===== src/rtl/rv32i_pkg.sv =====
// Shared RV32I constants and the fetch-queue entry layout.
package rv32i_pkg;
  localparam int          XLEN        = 32;
  localparam logic [31:0] NOP_INSTR   = 32'h0000_0013;
  localparam int          FETCH_DEPTH = 2;

  typedef struct packed {
    logic [XLEN-1:0] pc;
    logic [XLEN-1:0] instr;
  } fetch_entry_t;
endpackage


===== src/rtl/fetch_fifo.sv =====
// Small synchronous FIFO with a registered head, synchronous clear and occupancy count.
module fetch_fifo #(
  parameter int DATA_W = 32,
  parameter int DEPTH  = 2
) (
  input  logic                       clk_i,
  input  logic                       rst_i,
  input  logic                       clr_i,
  input  logic                       push_i,
  input  logic [DATA_W-1:0]          data_i,
  input  logic                       pop_i,
  output logic [DATA_W-1:0]          data_o,
  output logic [$clog2(DEPTH+1)-1:0] count_o
);
  localparam int PW = (DEPTH > 1) ? $clog2(DEPTH) : 1;
  localparam int CW = $clog2(DEPTH+1);

  logic [DATA_W-1:0] mem_q [DEPTH];
  logic [PW-1:0]     wptr_q, wptr_d, rptr_q, rptr_d;
  logic [CW-1:0]     cnt_q, cnt_d;

  function automatic logic [PW-1:0] wrap_inc(input logic [PW-1:0] p);
    return (p == PW'(DEPTH-1)) ? '0 : p + 1'b1;
  endfunction

  always_comb begin
    wptr_d = wptr_q;
    rptr_d = rptr_q;
    cnt_d  = cnt_q;
    if (clr_i) begin
      wptr_d = '0;
      rptr_d = '0;
      cnt_d  = '0;
    end else begin
      if (push_i) wptr_d = wrap_inc(wptr_q);
      if (pop_i)  rptr_d = wrap_inc(rptr_q);
      case ({push_i, pop_i})
        2'b10:   cnt_d = cnt_q + 1'b1;
        2'b01:   cnt_d = cnt_q - 1'b1;
        default: cnt_d = cnt_q;
      endcase
    end
  end

  always_ff @(posedge clk_i) begin
    if (rst_i) begin
      wptr_q <= '0;
      rptr_q <= '0;
      cnt_q  <= '0;
    end else begin
      wptr_q <= wptr_d;
      rptr_q <= rptr_d;
      cnt_q  <= cnt_d;
    end
  end

  // Storage is data only; validity is carried entirely by the pointers and count.
  always_ff @(posedge clk_i) begin
    if (push_i && !clr_i) mem_q[wptr_q] <= data_i;
  end

  assign data_o  = mem_q[rptr_q];
  assign count_o = cnt_q;
endmodule


===== src/rtl/if_stage.sv =====
// Instruction fetch stage: issues in-order memory requests, tracks in-flight addresses,
// drops responses made stale by a redirect, and buffers fetched words for decode.
module if_stage
  import rv32i_pkg::*;
#(
  parameter int DEPTH = FETCH_DEPTH
) (
  input  logic            Clk,
  input  logic            Reset,
  input  logic [XLEN-1:0] pc,
  output logic            PCWrite,
  output logic            imem_req,
  output logic [XLEN-1:0] imem_addr,
  input  logic            imem_gnt,
  input  logic            imem_rvalid,
  input  logic [XLEN-1:0] imem_rdata,
  input  logic            Flush,
  output logic            id_valid,
  input  logic            id_ready,
  output logic [XLEN-1:0] id_pc,
  output logic [XLEN-1:0] id_instr
);
  localparam int CW = $clog2(DEPTH+1);

  logic [CW-1:0]   out_cnt, q_cnt, disc_q, disc_d;
  logic [CW:0]     inflight;
  logic [XLEN-1:0] head_addr;
  fetch_entry_t    push_ent, head_ent;
  logic            q_push, q_pop;

  // Every slot is reserved at request time, so a returning word always finds room.
  assign inflight  = {1'b0, q_cnt} + {1'b0, out_cnt};
  assign imem_req  = !Reset && !Flush && (inflight < (CW+1)'(DEPTH));
  assign PCWrite   = imem_req && imem_gnt;
  assign imem_addr = pc;

  fetch_fifo #(.DATA_W(XLEN), .DEPTH(DEPTH)) u_addr_fifo (
    .clk_i   (Clk),
    .rst_i   (Reset),
    .clr_i   (1'b0),
    .push_i  (PCWrite),
    .data_i  (pc),
    .pop_i   (imem_rvalid),
    .data_o  (head_addr),
    .count_o (out_cnt)
  );

  assign push_ent = '{pc: head_addr, instr: imem_rdata};
  assign q_push   = imem_rvalid && (disc_q == '0) && !Flush;
  assign q_pop    = id_valid && id_ready;

  fetch_fifo #(.DATA_W($bits(fetch_entry_t)), .DEPTH(DEPTH)) u_instr_q (
    .clk_i   (Clk),
    .rst_i   (Reset),
    .clr_i   (Flush),
    .push_i  (q_push),
    .data_i  (push_ent),
    .pop_i   (q_pop),
    .data_o  (head_ent),
    .count_o (q_cnt)
  );

  // Stale responses are a subset of the in-flight ones, so a redirect marks all of
  // them stale, minus the one being dropped this very cycle.
  always_comb begin
    disc_d = disc_q;
    if (Flush)
      disc_d = out_cnt - CW'(imem_rvalid);
    else if (imem_rvalid && (disc_q != '0))
      disc_d = disc_q - 1'b1;
  end

  always_ff @(posedge Clk) begin
    if (Reset) disc_q <= '0;
    else       disc_q <= disc_d;
  end

  assign id_valid = !Reset && (q_cnt != '0);
  assign id_pc    = id_valid ? head_ent.pc    : '0;
  assign id_instr = id_valid ? head_ent.instr : NOP_INSTR;
endmodule


===== config.mk =====
export PLATFORM = sky130hd
export DESIGN_NAME = if_stage
export DESIGN_NICKNAME = d
export VERILOG_FILES = /design/src/rtl/rv32i_pkg.sv /design/src/rtl/fetch_fifo.sv /design/src/rtl/if_stage.sv
export SDC_FILE = /design/constraint.sdc
export NUM_CORES = 1
export LEC_CHECK = 0
export CAP_MARGIN = 0
export CORE_MARGIN = 2
export CORE_UTILIZATION = 45
export CTS_CLUSTER_SIZE = 10
export DETAILED_ROUTE_END_ITERATION = 8
export GPL_TIMING_DRIVEN = 1
export PLACE_DENSITY = 0.72
export SYNTH_ARGS = -nofsm -noshare
export SYNTH_HDL_FRONTEND = slang
export SYNTH_SLANG_ARGS = --single-unit

===== constraint.sdc =====
create_clock -name Clk -period 6.3 [get_ports Clk]
set_input_delay 1.89 -clock Clk [delete_from_list [all_inputs] [get_ports Clk]]
set_output_delay 1.89 -clock Clk [all_outputs]
set_load 0.005 [all_outputs]

==> results of run 1 <==
power by group through the flow:
| stage | Sequential (W) | Clock (W) | Combinational [W] |
|---|---|---|---|
| 2_1_floorplan | 0.00158 | 0 | 0.000105 |
| 3_3_place_gp | 0.00158 | 0 | 0.000189 |
| 3_5_place_dp | 0.00159 | 0 | 0.000195 |
| 4_1_cts | 0.00156 | 0.00122 | 0.000197 |
| 5_1_grt | 0.00156 | 0.00127 | 0.000212 |
| 6_report | 0.00156 | 0.00119 | 0.000194 |
synthesized netlist by cell type (2+ instances only):
| library cell | instances | area, um^2 |
|---|---|---|
| sky130_fd_sc_hd__clkbuf_1 | 8 | 30.03 |
| sky130_fd_sc_hd__nor2_1 | 68 | 255.2 |
| sky130_fd_sc_hd__or3_1 | 2 | 12.51 |
| sky130_fd_sc_hd__xor2_1 | 2 | 17.52 |
| sky130_fd_sc_hd__and2_1 | 2 | 12.51 |
| sky130_fd_sc_hd__nand2b_1 | 2 | 12.51 |
| sky130_fd_sc_hd__mux2_2 | 30 | 337.8 |
| sky130_fd_sc_hd__buf_2 | 8 | 40.04 |
| sky130_fd_sc_hd__nand2_1 | 4 | 15.01 |
| sky130_fd_sc_hd__inv_1 | 5 | 18.77 |
| sky130_fd_sc_hd__edfxtp_1 | 192 | 5766 |
| sky130_fd_sc_hd__a21oi_1 | 2 | 10.01 |
| sky130_fd_sc_hd__mux2_1 | 2 | 22.52 |
| sky130_fd_sc_hd__mux2i_1 | 65 | 650.6 |
| sky130_fd_sc_hd__nor3_1 | 2 | 10.01 |
| sky130_fd_sc_hd__a211oi_1 | 2 | 15.01 |
| sky130_fd_sc_hd__buf_4 | 35 | 262.8 |
| sky130_fd_sc_hd__o21ai_0 | 4 | 20.02 |
| sky130_fd_sc_hd__dfxtp_1 | 12 | 240.2 |
| sky130_fd_sc_hd__xnor2_1 | 6 | 52.55 |
| sky130_fd_sc_hd__ha_1 | 4 | 50.05 |
routing by layer:
| metal | part of all wire (%) | global-route usage [%] |
|---|---|---|
| met5 | 0 | 0 |
| met4 | 1.8 | 4.410 |
| met3 | 5.9 | 2.741 |
| met2 | 50 | 26.78 |
| met1 | 42 | 19.16 |
tightest hold or removal path: cells and delay by family (launching register included):
family | cells | cell delay [ps]
AOI/OAI and AO/OA | 1 | 70
DFF | 1 | 310
and+or+nand+nor | 1 | 70
worst min-delay path by stage:
stage | start | endpoint | slack, ps | cells after the start
2_1_floorplan | u_addr_fifo.wptr_q | u_addr_fifo.wptr_q | 450 | 1
3_3_place_gp | u_instr_q.rptr_q | register | 450 | 2
3_5_place_dp | u_instr_q.rptr_q | register | 480 | 2
4_1_cts | u_instr_q.rptr_q | register | 490 | 2
5_1_grt | u_instr_q.rptr_q | register | 520 | 2
6_report | u_instr_q.rptr_q | register | 490 | 2
cell usage in the layout (no fill, tap or decap), types with 2 or more instances in the layout:
cell type                         instances
sky130_fd_sc_hd__edfxtp_1               192
sky130_fd_sc_hd__clkdlybuf4s50_1        168
sky130_fd_sc_hd__mux2i_1                 65
sky130_fd_sc_hd__nor2_1                  65
sky130_fd_sc_hd__mux2_2                  30
sky130_fd_sc_hd__clkbuf_16               25
sky130_fd_sc_hd__dfxtp_1                 10
sky130_fd_sc_hd__clkbuf_1                 9
sky130_fd_sc_hd__xnor2_1                  6
sky130_fd_sc_hd__inv_1                    5
sky130_fd_sc_hd__nand2_1                  4
sky130_fd_sc_hd__o21ai_0                  4
sky130_fd_sc_hd__ha_1                     4
sky130_fd_sc_hd__nor2_4                   3
sky130_fd_sc_hd__buf_4                    3
sky130_fd_sc_hd__and2_1                   2
sky130_fd_sc_hd__mux2_1                   2
sky130_fd_sc_hd__xor2_1                   2
sky130_fd_sc_hd__nor3_1                   2
sky130_fd_sc_hd__nand2b_1                 2
sky130_fd_sc_hd__a21oi_1                  2
sky130_fd_sc_hd__or3_1                    2
sky130_fd_sc_hd__a211oi_1                 2
sky130_fd_sc_hd__buf_12                   2
flip-flops by register name, summed over array words and instances (netlist names), named ones only:
register and flops:
u_instr_q.mem_q 128, u_addr_fifo.mem_q 64, disc_q 2, u_addr_fifo.count_o 2, u_instr_q.count_o 2, u_addr_fifo.rptr_q 1
u_addr_fifo.wptr_q 1, u_instr_q.rptr_q 1, u_instr_q.wptr_q 1
cells by family after synthesis:
| kind of cell | after synthesis |
|---|---|
| xor gates and xnor gates | 8 |
| buffers and inverters | 57 |
| adders and majority gates | 5 |
| muxes | 97 |
| DFF | 204 |
| and+or+nand+nor | 86 |
| AOI/OAI and AO/OA | 11 |
layout make-up:
type | instances | area, um^2 | share of cell area (%)
sequential | 204 | 6011 | 58.05
timing repair buffer | 173 | 1744 | 16.85
multi-input combinational | 207 | 1629 | 15.73
clock buffer | 34 | 659.4 | 6.369
tap | 225 | 281.5 | 2.719
inverter | 6 | 22.52 | 0.2175
clock inverter | 1 | 6.256 | 0.06042
per-stage QoR:
stage | cells | util, % | hold WS, ps | total power (W) | cell area, um^2
2_1_floorplan | 468 | - | 446.1 | 0.001682 | 7959
3_3_place_gp | 815 | 56.01 | 454.7 | 0.001773 | 9688
3_5_place_dp | 815 | 56.01 | 484.9 | 0.001782 | 9688
4_1_cts | 850 | 59.86 | 492.6 | 0.002975 | 10350
5_1_grt | 850 | 59.86 | 515.0 | 0.003042 | 10350
6_report | 850 | 59.86 | 487.0 | 0.002940 | 10350
==> impl_metrics.env, run 1 <==
export IMPL_outcome="completed"
export IMPL_cts_tree="yes"
export IMPL_worst_ep_required_time_ps=4410
export IMPL_ys_seq_area_share_pct=75.46
export IMPL_ir_worst_vdd_mv=0.2851
export IMPL_yosys_area_share_adder_pct=0.8804
export IMPL_number_of_optimization_iterations_in_the_first_detailed_route_pass=4
export IMPL_critical_path_max_stage_delay_ps=480
export IMPL_fraction_of_synthesis_flops_using_an_asynchronous_set_or_reset_pin_pct=0
export IMPL_endpoint_kind="output port"
export IMPL_reg2reg_to="u_addr_fifo.mem_q[0][14]"
export IMPL_core_um2=17300
export IMPL_report_final_slew_viol_count=0
export IMPL_pre_cts_ws_ps=604.7
export IMPL_yosys_warnings=0
export IMPL_detail_route_drc_violations=0
export IMPL_grt_pass1_wl_um=21940
export IMPL_setup_total_negative_slack_ps=0
export IMPL_synth_ff_type="sky130_fd_sc_hd__edfxtp_1"
export IMPL_fmax_mhz=175.8
export IMPL_postSynthAreaPerCell_um2=17.01
export IMPL_finalHoldViolations=0
export IMPL_clk_pin_slew_worst_paths_ps=50
export IMPL_p_leak_nw=3.302
export IMPL_comb_power_share_pct=6.6
export IMPL_muxShareOfSynthArea_pct=12.70
export IMPL_syn_area_um2=7959
export IMPL_drv_cap=0
export IMPL_ctsHtreeMaxLevel=1
export IMPL_reg2reg_from="u_instr_q.count_o[0]"
export IMPL_postSynthNetCount=543
export IMPL_antenna_found_initial=0
export IMPL_cp_slowest_cell="sky130_fd_sc_hd__clkdlybuf4s50_1"
export IMPL_timing_critical_path_max_delay_family="buffers and inverters"
export IMPL_number_of_enable_flip_flop_cells_after_synthesis=192
export IMPL_gr_usage_all_layers_pct=15.19
export IMPL_clk_latency_ps=490
export IMPL_vias_per_std_cell=4.944
export IMPL_cts_hold_repair_buffers=0
export IMPL_cts_repair_resized=0
export IMPL_p_sw_share_pct=19.64
export IMPL_die_width_um=137.0
export IMPL_power_dens_cells_nw_per_um2=284.0
export IMPL_die_h_um=137.0
export IMPL_layout_nets=691
export IMPL_grt_start_max_net_pins=45
export IMPL_net_switching_power_w=0.0005774
export IMPL_detail_route_antenna_nets=0
export IMPL_crit_end="id_instr[20]"
export IMPL_cp_cell_sequence="clkdlybuf4s50_1 > o21bai_4 > buf_4 > nor2_1 > clkdlybuf4s50_1"
export IMPL_synth_compound_area_share_pct=0.8961
export IMPL_fp_dieArea_um2=18770
export IMPL_dp_hpwl_um=8983
export IMPL_placer_congestion_estimate=0.7070
export IMPL_placement_rows=48
export IMPL_drt_initial_drc_count=203
export IMPL_critical_path_depth=5
export IMPL_synthXorXnorAreaFrac_pct=0.8804
export IMPL_syn_to_final_growth_pct=30.09
export IMPL_share_seq_of_total_power_pct=53.0
export IMPL_port_buffers=168
export IMPL_avgRoutedWirePerCell_um=16.98
export IMPL_timing_final_setup_violations=0
export IMPL_layout_drive_gt1_share_pct=11.36
export IMPL_critPathLaunch="Reset"
export IMPL_route_final_wire_length_um=14430
export IMPL_postSynthRegisterBits=204
export IMPL_post_synth_cell_types=32
export IMPL_regToRegSetupSlack_ps=3580
export IMPL_main_combinational_cell_family_by_area_after_synthesis="multiplexers"
export IMPL_io_pins=169
export IMPL_layout_filler_cells=1303
export IMPL_worst_path_max_fanout=34
export IMPL_clock_root_buffer="sky130_fd_sc_hd__clkbuf_16"
export IMPL_critical_path_top_cell_by_count="sky130_fd_sc_hd__clkdlybuf4s50_1"
export IMPL_path_class="input pin to output port"
export IMPL_n_antenna_cell=0
export IMPL_timing_final_crit_share_pct=90.29
export IMPL_clock_sink_count=204
export IMPL_arrival_ps=3800
export IMPL_hold_path_class="register to register"
export IMPL_netlist_instances=468
export IMPL_simple_gate_portion_of_the_synthesized_area_pct=4.716
export IMPL_start_kind="input pin"
export IMPL_layout_min_cycle_time_ps=5689
export IMPL_timing_reg2reg_worst_path_depth=5
export IMPL_num_vias=4202
export IMPL_setup_repair_after_global_routing_missed_its_margin="false"
export IMPL_timing_final_ws_setup_ps=611.4
export IMPL_grt_pass1_vias=4387
export IMPL_worst_slew_pin_slew_ps=1041
export IMPL_start_util_pct=46.01
export IMPL_p_int_w=0.002363
export IMPL_rel_slew_slack_pct=30.42
export IMPL_worstPathBufferInverterCount=3
export IMPL_timing_clock_skew_ps=9.998
export IMPL_clock_tree_buffer_depth=3
export IMPL_inserted_clock_buffers=24
export IMPL_cts_post_setup_buffers_inserted=0
export IMPL_globalRoute_totalOverflow=0
export IMPL_p_clk_share_pct=40.4
No activity file was read; power rests on OpenSTA's default activity.
==> inputs of run 2 (changes only) <==
- CORE_UTILIZATION: 45 -> 51
- PLACE_DENSITY: 0.72 -> 0.8
==> run 2 against run 1 <==
  * Count of clock-buffer cells in the layout rose by 1
  * Critical path depth did not move
  * Largest cell class unchanged
  * Largest power group unchanged
  * Critical endpoint is now id_instr[3]
  * Clock power barely moved
  * First-iteration DRC count fell by 40%
  * Via count barely moved
  * Register-to-register slack barely moved
  * Non-clock buffer count fell by 1
  * Worst setup slack improved by 38 ps
  * Utilization rose by 8.0 points
==> impl_metrics.env, run 2 (synthesized netlist as in run 1, its figures left out) <==
export IMPL_globalRoute_totalOverflow=0
export IMPL_endpoint_kind="output port"
export IMPL_path_class="input pin to output port"
export IMPL_largest_registers="u_instr_q.mem_q x128, u_addr_fifo.mem_q x64"
export IMPL_reg_with_most_ffs="u_instr_q.mem_q"
export IMPL_worst_slew_pin_slew_ps=1132
export IMPL_cts_tree="yes"
export IMPL_layout_cells_most_common_list="sky130_fd_sc_hd__edfxtp_1, sky130_fd_sc_hd__clkdlybuf4s50_1, sky130_fd_sc_hd__mux2i_1, sky130_fd_sc_hd__nor2_1, sky130_fd_sc_hd__mux2_2"
export IMPL_setup_total_negative_slack_ps=0
export IMPL_placer_congestion_estimate=0.6985
export IMPL_met2_wirelength_um=7662
export IMPL_gr_usage_all_layers_pct=17.47
export IMPL_clock_tree_buffer_depth=3
export IMPL_clk_latency_ps=490
export IMPL_finalHoldViolations=0
export IMPL_report_final_slew_viol_count=0
export IMPL_p_leak_nw=3.305
export IMPL_die_width_um=128.9
export IMPL_inserted_clock_buffers=24
export IMPL_cp_cell_sequence="clkdlybuf4s50_1 > o21bai_4 > buf_4 > nor2_1 > clkdlybuf4s50_1"
export IMPL_core_um2=15200
export IMPL_cts_post_setup_buffers_inserted=0
export IMPL_fp_dieArea_um2=16620
export IMPL_cp_slowest_cell="sky130_fd_sc_hd__clkdlybuf4s50_1"
export IMPL_route_met3_wl_um=795
export IMPL_rel_slew_slack_pct=24.52
export IMPL_route_final_wire_length_um=14370
export IMPL_power_dens_cells_nw_per_um2=286.4
export IMPL_cts_repair_resized=0
export IMPL_multi_input_area_um2=1629
export IMPL_final_hold_worst_slack_ps=478.3
export IMPL_timing_clock_skew_ps=10.09
export IMPL_placement_rows=45
export IMPL_worst_path_max_fanout=37
export IMPL_timing_final_setup_violations=0
export IMPL_clock_root_buffer="sky130_fd_sc_hd__clkbuf_16"
export IMPL_clock_sink_count=204
export IMPL_cts_hold_repair_buffers=0
export IMPL_drv_cap=0
export IMPL_mostFrequentLayoutCell="sky130_fd_sc_hd__edfxtp_1"
export IMPL_ir_worst_vdd_mv=0.2195
export IMPL_route_layer_met1_wl_um=5658
export IMPL_fmax_mhz=177.0
export IMPL_detail_route_antenna_nets=0
export IMPL_port_buffers=168
export IMPL_grt_pass1_vias=4557
export IMPL_grt_start_max_net_pins=65
export IMPL_num_vias=4205
export IMPL_regToRegSetupSlack_ps=3570
export IMPL_syn_to_final_growth_pct=29.65
export IMPL_layout_nets=690
export IMPL_n_antenna_cell=0
export IMPL_detail_route_drc_violations=0
export IMPL_drt_initial_drc_count=121
export IMPL_layout_drive_gt1_share_pct=11.22
export IMPL_outcome="completed"
export IMPL_largest_reg_flops=128
export IMPL_grt_pass1_wl_um=22610
export IMPL_critical_path_top_cell_by_count="sky130_fd_sc_hd__clkdlybuf4s50_1"
export IMPL_layout_min_cycle_time_ps=5650
export IMPL_number_of_optimization_iterations_in_the_first_detailed_route_pass=4
export IMPL_worst_ep_required_time_ps=4410
export IMPL_die_h_um=128.9
export IMPL_clk_pin_slew_worst_paths_ps=50
export IMPL_dp_hpwl_um=9034
export IMPL_route_top_layer_used="met4"
export IMPL_arrival_ps=3760
export IMPL_sequential_cell_area_um2=6011
export IMPL_avgRoutedWirePerCell_um=17.70
export IMPL_critical_path_max_stage_delay_ps=480
export IMPL_setup_repair_after_global_routing_missed_its_margin="false"
export IMPL_start_util_pct=52.35
export IMPL_layout_filler_cells=1021
export IMPL_io_pins=169
export IMPL_timing_final_crit_share_pct=89.68
export IMPL_antenna_found_initial=0
export IMPL_vias_per_std_cell=5.179
export IMPL_start_kind="input pin"
export IMPL_hold_path_class="register to register"
export IMPL_ctsHtreeMaxLevel=1
==> run 2: final timing paths <==
kind,from,end,depth (start not counted)
setup / recovery,Reset,id_instr[3],5
hold / removal,u_instr_q.rptr_q,u_instr_q.rptr_q,2
setup reg to reg,u_instr_q.count_o[0],u_addr_fifo.mem_q[0][16],5
hold reg to reg,u_instr_q.rptr_q,u_instr_q.rptr_q,2
==> run 2: metal layers <==
metal  up-vias  global-route usage [%]
li1       1998                       -
met1      2043                   20.56
met2       142                   32.28
met3        22                   3.701
met4         0                   5.115
met5         -                       0
==> run 2: stage by stage <==
stage	utilization [%]	cells	power, W	instance area (um^2)	setup slack (ps)
2_1_floorplan	-	468	0.001682	7959	824.8
3_3_place_gp	63.37	777	0.001772	9634	670.6
3_5_place_dp	63.37	777	0.001784	9634	610.9
4_1_cts	67.88	812	0.002982	10320	612.6
5_1_grt	67.88	812	0.003063	10320	506.0
6_report	67.88	812	0.002955	10320	649.9
==> run 2: area by class of cell <==
class | instances | share of cell area (%)
Clock buffer | 35 | 6.633
Sequential cell | 204 | 58.25
Timing Repair Buffer | 172 | 16.83
Inverter | 6 | 0.2183
Multi-Input combinational cell | 207 | 15.79
Tap cell | 188 | 2.280
==> run 2: critical path, delay by kind of cell <==
family,cells,cell delay [ps]
AOI/OAI and AO/OA,1,420
buffers and inverters,3,1340
and+or+nand+nor,1,90
==> run 2: where the power goes <==
group / switching, W / internal [W]
registers: 0.0000238 / 0.00154
clock network: 0.000460 / 0.000739
logic: 0.0000836 / 0.000112
==> inputs of run 3 (changes only) <==
- SKIP_CTS_REPAIR_TIMING: unset -> 1
- SLEW_MARGIN: unset -> 20
==> run 3 against run 2 <==
  * Utilization rose by 0.18 points
  * Worst setup slack improved by 6.2 ps
  * Die area did not move
  * Via count rose by 0.19%
  * Clock power barely moved
  * Maximum frequency rose by 0.11%
  * Cell count rose by 0.12%
  * Register-to-register slack barely moved
  * Largest cell class unchanged
  * Wire length did not move
  * Worst hold slack barely moved
==> impl_metrics.env, run 3 (synthesized netlist as in run 1, its figures left out) <==
export IMPL_antenna_found_initial=0
export IMPL_setup_total_negative_slack_ps=0
export IMPL_worstPathBufferInverterCount=3
export IMPL_die_h_um=128.9
export IMPL_fin_area_um2=10350
export IMPL_outcome="completed"
export IMPL_layout_filler_cells=1019
export IMPL_clk_pin_slew_worst_paths_ps=50
export IMPL_largest_registers="u_instr_q.mem_q x128, u_addr_fifo.mem_q x64"
export IMPL_timing_final_setup_violations=0
export IMPL_route_met3_wl_um=804
export IMPL_largest_reg_flops=128
export IMPL_mostFrequentLayoutCell="sky130_fd_sc_hd__edfxtp_1"
export IMPL_fp_dieArea_um2=16620
export IMPL_multi_input_area_um2=1629
export IMPL_power_dens_cells_nw_per_um2=285.6
export IMPL_critical_path_top_cell_by_count="sky130_fd_sc_hd__clkdlybuf4s50_1"
export IMPL_start_util_pct=52.35
export IMPL_number_of_optimization_iterations_in_the_first_detailed_route_pass=6
export IMPL_cp_cell_sequence="clkdlybuf4s50_1 > o21bai_4 > buf_4 > nor2_1 > clkdlybuf4s50_1"
export IMPL_placer_congestion_estimate=0.6985
export IMPL_crit_end="id_instr[3]"
export IMPL_drv_cap=0
export IMPL_setup_repair_after_global_routing_missed_its_margin="false"
export IMPL_finalHoldViolations=0
export IMPL_ctsHtreeMaxLevel=1
export IMPL_grt_pass1_vias=4557
export IMPL_endpoint_kind="output port"
export IMPL_vias_per_std_cell=5.182
export IMPL_timing_clock_skew_ps=9.475
export IMPL_num_vias=4213
export IMPL_reg_with_most_ffs="u_instr_q.mem_q"
export IMPL_globalRoute_totalOverflow=0
export IMPL_route_top_layer_used="met4"
export IMPL_critPathLaunch="Reset"
export IMPL_rel_slew_slack_pct=32.26
export IMPL_route_final_wire_length_um=14370
export IMPL_met2_wirelength_um=7658
export IMPL_detailed_place_area_um2=9634
export IMPL_reg2reg_to="u_addr_fifo.mem_q[0][16]"
export IMPL_path_class="input pin to output port"
export IMPL_worst_path_max_fanout=37
export IMPL_inserted_clock_buffers=24
export IMPL_io_pins=169
export IMPL_grt_start_max_net_pins=65
export IMPL_critical_path_depth=5
export IMPL_syn_to_final_growth_pct=30.00
export IMPL_timing_final_crit_share_pct=89.59
export IMPL_layout_cells_most_common_list="sky130_fd_sc_hd__edfxtp_1, sky130_fd_sc_hd__clkdlybuf4s50_1, sky130_fd_sc_hd__mux2i_1, sky130_fd_sc_hd__nor2_1, sky130_fd_sc_hd__mux2_2"
export IMPL_detail_route_antenna_nets=0
export IMPL_route_layer_met1_wl_um=5646
export IMPL_core_um2=15200
export IMPL_clock_root_buffer="sky130_fd_sc_hd__clkbuf_16"
export IMPL_timing_critical_path_max_delay_family="buffers and inverters"
export IMPL_avgRoutedWirePerCell_um=17.68
export IMPL_die_width_um=128.9
export IMPL_start_kind="input pin"
export IMPL_reg2reg_from="u_instr_q.count_o[0]"
export IMPL_p_leak_nw=3.316
export IMPL_fmax_mhz=177.2
export IMPL_n_antenna_cell=0
export IMPL_timing_reg2reg_worst_path_depth=5
export IMPL_layout_nets=691
export IMPL_dp_hpwl_um=9034
export IMPL_arrival_ps=3750
export IMPL_cts_tree="yes"
export IMPL_clk_latency_ps=490
export IMPL_port_buffers=168
export IMPL_sequential_cell_area_um2=6011
export IMPL_regToRegSetupSlack_ps=3580
export IMPL_grt_pass1_wl_um=22610
export IMPL_report_final_slew_viol_count=0
export IMPL_ir_worst_vdd_mv=0.2193
export IMPL_worst_ep_required_time_ps=4410
export IMPL_clock_tree_buffer_depth=3
export IMPL_clock_sink_count=204
export IMPL_layout_min_cycle_time_ps=5644
export IMPL_gr_usage_all_layers_pct=17.47
export IMPL_drt_initial_drc_count=108
export IMPL_hold_path_class="register to register"
export IMPL_detail_route_drc_violations=0
export IMPL_worst_slew_pin_slew_ps=1014
export IMPL_placement_rows=45
export IMPL_layout_drive_gt1_share_pct=11.36
export IMPL_cp_slowest_cell="sky130_fd_sc_hd__clkdlybuf4s50_1"
export IMPL_critical_path_max_stage_delay_ps=480
-- run 3: metal layers --
layer  vias to the layer above  GRT usage, %
li1                       1996             -
met1                      2054         20.56
met2                       142         32.28
met3                        21         3.701
met4                         0         5.115
met5                         -             0
-- run 3: metrics by stage --
stage	setup slack (ps)	utilization (%)	hold slack, ps	cells	power (W)
after floorplan	824.8	-	446.1	468	0.001682
after global placement	670.6	63.37	443.7	777	0.001772
after detailed placement	610.9	63.37	470.6	777	0.001784
after CTS	612.6	67.88	477.1	812	0.002982
after global routing	507.8	68.06	519.4	813	0.003063
final	656.1	68.06	478.5	813	0.002955
-- run 3: how the worst min path moves through the flow --
stage / from / to / slack, ps / cells after the start
finish: u_instr_q.rptr_q / u_instr_q.rptr_q / 480 / 2
CTS: u_instr_q.rptr_q / u_instr_q.rptr_q / 480 / 2
floorplan: u_addr_fifo.wptr_q / u_addr_fifo.wptr_q / 450 / 1
global route: u_instr_q.rptr_q / u_instr_q.rptr_q / 520 / 2
detailed placement: u_instr_q.rptr_q / u_instr_q.rptr_q / 470 / 2
global placement: u_instr_q.rptr_q / register / 440 / 2
-- run 3: final cells by class --
cell class | instances | share of cell area (%)
tap | 188 | 2.274
timing repair buffer | 173 | 17.05
clock buffer | 35 | 6.615
inverter | 6 | 0.2177
sequential | 204 | 58.10
multi-input combinational | 207 | 15.75
-- run 3: power breakdown --
part	leakage, nW	internal [W]	switching [W]
clock network	0.331	0.000739	0.000460
logic	1.14	0.000112	0.0000844
registers	1.84	0.00154	0.0000232
total	3.32	0.00239	0.000567
-- run 3: worst min-delay path, stage by stage, from the launching register on --
cell and delay, ps:
sky130_fd_sc_hd__dfxtp_1 310, sky130_fd_sc_hd__nand2_1 60, sky130_fd_sc_hd__o21ai_0 60
